--- config.mk ---
export PLATFORM = sky130hd
export DESIGN_NAME = fp_alu_arbiter_seq
export DESIGN_NICKNAME = d
export VERILOG_FILES = /design/src/rtl/fp_alu_arbiter_seq.sv
export SDC_FILE = /design/constraint.sdc
export NUM_CORES = 1
export LEC_CHECK = 0
export CORE_MARGIN = 5
export CORE_UTILIZATION = 43
export DETAILED_ROUTE_END_ITERATION = 6
export GPL_TIMING_DRIVEN = 0
export PLACE_DENSITY = 0.95
export REMOVE_ABC_BUFFERS = 1
export SYNTH_ARGS = -nofsm -noshare
export SYNTH_HDL_FRONTEND = slang
export SYNTH_SLANG_ARGS = --single-unit
--- constraint.sdc ---
create_clock -name clk -period 12.7 [get_ports clk]
set_input_delay 3.81 -clock clk [delete_from_list [all_inputs] [get_ports clk]]
set_output_delay 3.81 -clock clk [all_outputs]
set_load 0.02 [all_outputs]
--- src/rtl/fp_alu_arbiter_seq.sv ---
// fp_alu_arbiter_seq
// Shares one combinational 32-bit floating-point ALU between two requesters.
// A round-robin arbiter accepts one operation at a time over valid/ready.
// The opcode is decoded onto the ALU select lines, and the operands are held
// steady for a latency that depends on the operation class. The result is
// then captured with IEEE infinity/NaN flags and returned on a held response
// handshake that is tagged with the requester ID.

module fp_alu_arbiter_seq #(
    parameter int ALU_LAT    = 1,   // settle cycles for simple ops (>= 1)
    parameter int MULDIV_LAT = 4    // settle cycles for multiply/divide (>= 1)
) (
    input  logic        clk,
    input  logic        rst,

    input  logic        req0_valid,
    output logic        req0_ready,
    input  logic [5:0]  req0_op,
    input  logic [31:0] req0_a,
    input  logic [31:0] req0_b,
    input  logic        req0_cin,

    input  logic        req1_valid,
    output logic        req1_ready,
    input  logic [5:0]  req1_op,
    input  logic [31:0] req1_a,
    input  logic [31:0] req1_b,
    input  logic        req1_cin,

    output logic [31:0] alu_a,
    output logic [31:0] alu_b,
    output logic        alu_cin,
    output logic        alu_s0,
    output logic        alu_s1,
    output logic        alu_s2,
    output logic        alu_s3,
    output logic        alu_s4,
    output logic        alu_s5,
    input  logic [31:0] alu_result,

    output logic        rsp_valid,
    input  logic        rsp_ready,
    output logic        rsp_id,
    output logic [31:0] rsp_data,
    output logic        rsp_err,
    output logic        rsp_inf,
    output logic        rsp_nan,
    output logic        busy
);

    localparam logic [1:0] ST_IDLE = 2'd0;
    localparam logic [1:0] ST_WAIT = 2'd1;
    localparam logic [1:0] ST_RESP = 2'd2;

    // The wait counter must hold the largest "latency - 1" value.
    localparam int MAX_LAT = (ALU_LAT > MULDIV_LAT) ? ALU_LAT : MULDIV_LAT;
    localparam int CNT_W   = (MAX_LAT > 1) ? $clog2(MAX_LAT) : 1;

    localparam logic [CNT_W-1:0] ALU_CNT_INIT    = CNT_W'(ALU_LAT - 1);
    localparam logic [CNT_W-1:0] MULDIV_CNT_INIT = CNT_W'(MULDIV_LAT - 1);
    localparam logic [CNT_W-1:0] CNT_ONE         = CNT_W'(1);

    // ------------------------------------------------------------------
    // Per-requester views, so decode is written once for both requesters
    // ------------------------------------------------------------------
    logic [1:0]  req_valid;
    logic [5:0]  req_op   [2];
    logic [31:0] req_a    [2];
    logic [31:0] req_b    [2];
    logic [1:0]  req_cin;

    assign req_valid = {req1_valid, req0_valid};
    assign req_op[0] = req0_op;
    assign req_op[1] = req1_op;
    assign req_a[0]  = req0_a;
    assign req_a[1]  = req1_a;
    assign req_b[0]  = req0_b;
    assign req_b[1]  = req1_b;
    assign req_cin   = {req1_cin, req0_cin};

    // Decoded select lines, indexed so that bit k drives alu_sk.
    logic [5:0] dec_sel [2];
    logic [1:0] op_illegal;
    logic [1:0] op_muldiv;

    genvar gi;
    generate
        for (gi = 0; gi < 2; gi++) begin : g_dec
            logic [1:0] unit;
            logic [3:0] func;

            assign unit = req_op[gi][5:4];
            assign func = req_op[gi][3:0];

            // The shift unit only looks at s0, so it is fed from the LSB of
            // func; every other unit gets func MSB-first on s0..s3.
            assign dec_sel[gi][0] = (unit == 2'b00) ? func[0] : func[3];
            assign dec_sel[gi][1] = func[2];
            assign dec_sel[gi][2] = func[1];
            assign dec_sel[gi][3] = func[0];
            assign dec_sel[gi][4] = unit[1];
            assign dec_sel[gi][5] = unit[0];

            // Unit 11 does not exist; unit 10 only defines funcs 0000..1000.
            assign op_illegal[gi] = (unit == 2'b11) ||
                                    ((unit == 2'b10) && (func > 4'd8));

            // Multiply (0111) and divide (1000) need the long settle time.
            assign op_muldiv[gi]  = (unit == 2'b10) &&
                                    ((func == 4'd7) || (func == 4'd8));
        end
    endgenerate

    // ------------------------------------------------------------------
    // State
    // ------------------------------------------------------------------
    logic [1:0]       state_q,      state_d;
    logic [CNT_W-1:0] cnt_q,        cnt_d;
    logic             last_grant_q, last_grant_d;

    logic [31:0]      alu_a_q,      alu_a_d;
    logic [31:0]      alu_b_q,      alu_b_d;
    logic             alu_cin_q,    alu_cin_d;
    logic [5:0]       alu_sel_q,    alu_sel_d;

    logic             rsp_valid_q,  rsp_valid_d;
    logic             rsp_id_q,     rsp_id_d;
    logic [31:0]      rsp_data_q,   rsp_data_d;
    logic             rsp_err_q,    rsp_err_d;
    logic             rsp_inf_q,    rsp_inf_d;
    logic             rsp_nan_q,    rsp_nan_d;

    // ------------------------------------------------------------------
    // Arbitration
    // ------------------------------------------------------------------
    logic grant_valid;
    logic grant_id;

    // Round-robin: on a tie the requester that did not win last time goes.
    always_comb begin
        grant_valid = (state_q == ST_IDLE) && (req_valid != 2'b00);
        if (req_valid == 2'b11) begin
            grant_id = ~last_grant_q;
        end else begin
            grant_id = req_valid[1];
        end
    end

    assign req0_ready = grant_valid && !grant_id && req0_valid;
    assign req1_ready = grant_valid &&  grant_id && req1_valid;

    // Fields of the request being granted this cycle.
    logic [31:0] sel_a;
    logic [31:0] sel_b;
    logic        sel_cin;
    logic [5:0]  sel_dec;
    logic        sel_illegal;
    logic        sel_muldiv;

    assign sel_a       = req_a[grant_id];
    assign sel_b       = req_b[grant_id];
    assign sel_cin     = req_cin[grant_id];
    assign sel_dec     = dec_sel[grant_id];
    assign sel_illegal = op_illegal[grant_id];
    assign sel_muldiv  = op_muldiv[grant_id];

    // IEEE-754 single special-value classification of the live ALU result.
    logic res_exp_max;
    logic res_man_zero;
    assign res_exp_max  = (alu_result[30:23] == 8'hFF);
    assign res_man_zero = (alu_result[22:0] == 23'd0);

    // ------------------------------------------------------------------
    // Next-state logic
    // ------------------------------------------------------------------
    // Sequencer: IDLE accepts, WAIT lets the ALU settle, RESP holds the result.
    always_comb begin
        state_d      = state_q;
        cnt_d        = cnt_q;
        last_grant_d = last_grant_q;
        alu_a_d      = alu_a_q;
        alu_b_d      = alu_b_q;
        alu_cin_d    = alu_cin_q;
        alu_sel_d    = alu_sel_q;
        rsp_valid_d  = rsp_valid_q;
        rsp_id_d     = rsp_id_q;
        rsp_data_d   = rsp_data_q;
        rsp_err_d    = rsp_err_q;
        rsp_inf_d    = rsp_inf_q;
        rsp_nan_d    = rsp_nan_q;

        case (state_q)
            ST_IDLE: begin
                if (grant_valid) begin
                    last_grant_d = grant_id;
                    rsp_id_d     = grant_id;
                    if (sel_illegal) begin
                        // Nothing to compute: answer immediately and leave the
                        // ALU inputs exactly as they were.
                        rsp_valid_d = 1'b1;
                        rsp_err_d   = 1'b1;
                        rsp_data_d  = 32'd0;
                        rsp_inf_d   = 1'b0;
                        rsp_nan_d   = 1'b0;
                        state_d     = ST_RESP;
                    end else begin
                        alu_a_d   = sel_a;
                        alu_b_d   = sel_b;
                        alu_cin_d = sel_cin;
                        alu_sel_d = sel_dec;
                        cnt_d     = sel_muldiv ? MULDIV_CNT_INIT : ALU_CNT_INIT;
                        state_d   = ST_WAIT;
                    end
                end
            end

            ST_WAIT: begin
                if (cnt_q == '0) begin
                    rsp_valid_d = 1'b1;
                    rsp_err_d   = 1'b0;
                    rsp_data_d  = alu_result;
                    rsp_inf_d   = res_exp_max &&  res_man_zero;
                    rsp_nan_d   = res_exp_max && !res_man_zero;
                    state_d     = ST_RESP;
                end else begin
                    cnt_d = cnt_q - CNT_ONE;
                end
            end

            ST_RESP: begin
                // Completing the response only returns to IDLE; the next
                // accept happens on a later edge.
                if (rsp_ready) begin
                    rsp_valid_d = 1'b0;
                    state_d     = ST_IDLE;
                end
            end

            default: begin
                state_d = ST_IDLE;
            end
        endcase
    end

    // ------------------------------------------------------------------
    // Registers
    // ------------------------------------------------------------------
    // State and datapath registers; reset discards any in-flight operation.
    always_ff @(posedge clk or posedge rst) begin
        if (rst) begin
            state_q      <= ST_IDLE;
            cnt_q        <= '0;
            last_grant_q <= 1'b1;
            alu_a_q      <= 32'd0;
            alu_b_q      <= 32'd0;
            alu_cin_q    <= 1'b0;
            alu_sel_q    <= 6'd0;
            rsp_valid_q  <= 1'b0;
            rsp_id_q     <= 1'b0;
            rsp_data_q   <= 32'd0;
            rsp_err_q    <= 1'b0;
            rsp_inf_q    <= 1'b0;
            rsp_nan_q    <= 1'b0;
        end else begin
            state_q      <= state_d;
            cnt_q        <= cnt_d;
            last_grant_q <= last_grant_d;
            alu_a_q      <= alu_a_d;
            alu_b_q      <= alu_b_d;
            alu_cin_q    <= alu_cin_d;
            alu_sel_q    <= alu_sel_d;
            rsp_valid_q  <= rsp_valid_d;
            rsp_id_q     <= rsp_id_d;
            rsp_data_q   <= rsp_data_d;
            rsp_err_q    <= rsp_err_d;
            rsp_inf_q    <= rsp_inf_d;
            rsp_nan_q    <= rsp_nan_d;
        end
    end

    // ------------------------------------------------------------------
    // Outputs
    // ------------------------------------------------------------------
    assign alu_a     = alu_a_q;
    assign alu_b     = alu_b_q;
    assign alu_cin   = alu_cin_q;
    assign alu_s0    = alu_sel_q[0];
    assign alu_s1    = alu_sel_q[1];
    assign alu_s2    = alu_sel_q[2];
    assign alu_s3    = alu_sel_q[3];
    assign alu_s4    = alu_sel_q[4];
    assign alu_s5    = alu_sel_q[5];

    assign rsp_valid = rsp_valid_q;
    assign rsp_id    = rsp_id_q;
    assign rsp_data  = rsp_data_q;
    assign rsp_err   = rsp_err_q;
    assign rsp_inf   = rsp_inf_q;
    assign rsp_nan   = rsp_nan_q;
    assign busy      = (state_q != ST_IDLE);

endmodule
==> impl_metrics.toml <==
[status]
status = "completed"

[die]
ios = 290
floorplan.initialDensity_pct = 43.3
die_y_um = 122
die_w_um = 122
core_um2 = 12500
row_count = 41
die_area_um2 = 14900

[synthesis]
async_reset_ff_share_pct = 100
synthFlopType = "dfrtp_1"
synth_edf_count = 0
synth-seq-cells = 113
avgSynthCellArea_um2 = 10.0
yosys_warnings = 0
ys_top_cells_by_area = "dfrtp_1 (52%), nand2_1 (15%), mux2_1 (15%), a22o_1 (4.7%), clkbuf_1 (0.97%)"
synth_cell_types = 45
synth_top_cell_by_area = "dfrtp_1"
syn_area_um2 = 5400
syn_inst = 537
synth.top_cell.area_share_pct = 51.9
synth_seq_area_share_pct = 52.4

[setup_path]
slowest_stage = "a21boi_4"
cp_max_fo = 21
crit_top_cell = "clkdlybuf4s50_1"
crit_required_ns = 8.89
critPathTopFamily = "buffers and inverters"
r2r_start = "last_grant_q"
worstSetupStartpoint = "req1_valid"
rrSetupSlack_ns = 10.08
criticalPathCategory = "in2out"
cp-start-kind = "input port"
worst-path-buf-inv = 2
worstPathArrival_ns = 5.66
setup.worst_path.end_class = "primary output"
r2r_cells = 5
r2r_end = "rsp_data[31]"
crit_chain = "clkdlybuf4s50_1 > a21boi_4 > nor2_1 > clkdlybuf4s50_1"
slowest_delay_ns = 0.62

[hold_path]
min_from = "cnt_q[0]"
hold_depth = 1
whs_endpoint = "cnt_q[0]"
worstHoldPathType = "reg2reg"

[routing]
vias = 5078
initialDrtViolationCount = 279
viasPerCell = 5.05
wl_per_cell_um = 17.0
totalWireLength_mm = 17.1
drc = 0
ant_nets = 0
first_pass_iters = 4

[layout]
layout_common_cells = "clkdlybuf4s50_1 (289), nand2_1 (218), dfrtp_1 (112), mux2_1 (72), a22o_1 (29)"
final_layout_size_suffix_gt1_share_pct = 6.01
nNetsFinal = 999
final_common_cell = "clkdlybuf4s50_1"
syn_to_final_growth_pct = 67.7

[clocking]
cts_buffers = 17
post_cts_buffers = 0
cts_resized = 0
h-tree-depth = 4
cts_sinks = 113
cts_tree = "yes"
clk_latency_ns = 0.40
cts_max_path_buffers = 2
postCtsHoldBufs = 0
root_buffer = "clkbuf_16"
clk_pin_slew_ns = 0.05

[power_and_ir_drop]
design_power_total_mw = 2.06
irDropWorstVdd_uv = 133
p_leak_nw = 4.09
clkPwrFrac_pct = 21.1
power_density_nw_per_um2 = 227
internal_power_mw = 1.30
swShare_pct = 36.8
switching_power_mw = 0.757
p_comb_share_pct = 48.9
seqPwrFrac_pct = 30.0

[global_routing]
grt_pass1_vias = 5178
grt_pass1_wl_mm = 25.9
antenna_found_initial = 1
grt_usage_pct = 22.4
grt.overflow.total = 0
grt_start_max_net_pins = 74

[timing]
rsz0062_at_grt = "false"
fin_crit_ns = 9.47
fin_ws_ns = 3.23
setup_viol = 0
max_slew_margin_pct = 11.1
finalCritPeriodShare_pct = 74.6
finalMaxSlewViolations = 0
tightest_slew_ns = 1.33
hold_viol = 0
clock_skew_ns = 0.0125
clock.fmax_ghz = 0.106

[placement]
pre_cts_slack_ns = 3.23
gp_congestion = 0.832
port_buffers = 289
dpl.hpwl_mm = 13.0

[flow_run]
maxCapViolCount = 0
==> stage by stage <==
stage / area (µm²) / TNS (ns) / instances / hold slack [ns] / utilization [%]
floorplan: 5240 / 0 / 506 / 0.458 / -
global placement: 8350 / -0.722 / 967 / 0.470 / 67.0
detailed placement: 8510 / 0 / 972 / 0.475 / 68.3
CTS: 9050 / 0 / 1004 / 0.487 / 72.6
global route: 9050 / 0 / 1005 / 0.494 / 72.6
finish: 9050 / 0 / 1005 / 0.484 / 72.6
==> cells in the mapped netlist, types with 2 or more instances <==
master,n
a21oi_1,4
a22o_1,29
a22o_2,5
a31oi_1,2
and3_1,2
buf_1,5
buf_2,8
buf_6,3
clkbuf_1,14
dfrtp_1,112
inv_1,7
mux2_1,72
nand2_1,218
nand4_1,2
nor2_1,7
nor2b_1,2
nor3_1,4
nor4_1,5
o2111ai_1,2
o211a_1,2
o211ai_2,2
o21a_1,2
o21ai_0,3
o221ai_1,2
o31a_1,2
or4b_1,2
==> power by group through the flow <==
stage | Sequential, mW | Clock [mW] | Combinational, mW
2_1_floorplan | 0.809 | 0 | 0.315
3_3_place_gp | 0.612 | 0 | 0.986
3_5_place_dp | 0.622 | 0 | 1.02
4_1_cts | 0.619 | 0.441 | 1.02
5_1_grt | 0.641 | 0.459 | 1.07
6_report | 0.618 | 0.434 | 1.01
==> routing by layer <==
metal  vias to the layer above  track usage (%)  part of all wire, %
met5                         -                0                    0
met4                         0             9.80                  3.0
met3                        37             8.22                   11
met2                       247             38.7                   49
met1                      2397             24.6                   37
li1                       2397                -                    -
==> final cells by class <==
cell class | instances | area (µm²)
diodes | 1 | 2.50
clock buffers | 21 | 450
clock inverters | 11 | 90.1
fillers | 838 | 3410
inverters | 7 | 28.8
multi-input cells | 386 | 2410
flip-flops and latches | 113 | 2830
well taps | 172 | 215
repair buffers | 294 | 3020
==> worst reg2reg max path, delay by kind of cell, from the launching register on <==
kind / cells / cell delay, ns
AOI/OAI and AO/OA: 4 / 1.74
buffers and inverters: 1 / 0.23
DFF: 1 / 0.58
==> state kept, by name (all words and copies together), names as in the netlist <==
signal	count
rsp_inf	1
alu_cin	1
last_grant_q	1
rsp_valid	1
alu_b	32
rsp_nan	1
alu_a	32
rsp_err	1
rsp_id	1
state_q	2
rsp_data	32
cnt_q	2
alu_sel_q	6
==> worst max path at each step <==
stage,depth (start not counted),end,slack (ns)
after floorplan,2,req0_ready,1.89
after global placement,4,req0_ready,-0.72
after detailed placement,4,req0_ready,3.23
after CTS,4,req0_ready,3.22
after global routing,4,req0_ready,3.10
final,4,req0_ready,3.23
==> logic make-up after synthesis <==
logic type | after synthesis | synth area share, %
muxes | 73 | 15.2
and+or+nand+nor | 250 | 18.9
buffers and inverters | 38 | 3.32
DFF | 113 | 52.4
adders and majority gates | 1 | 0.232
AOI/OAI and AO/OA | 62 | 9.95
No activity file was read; power rests on OpenSTA's default activity.
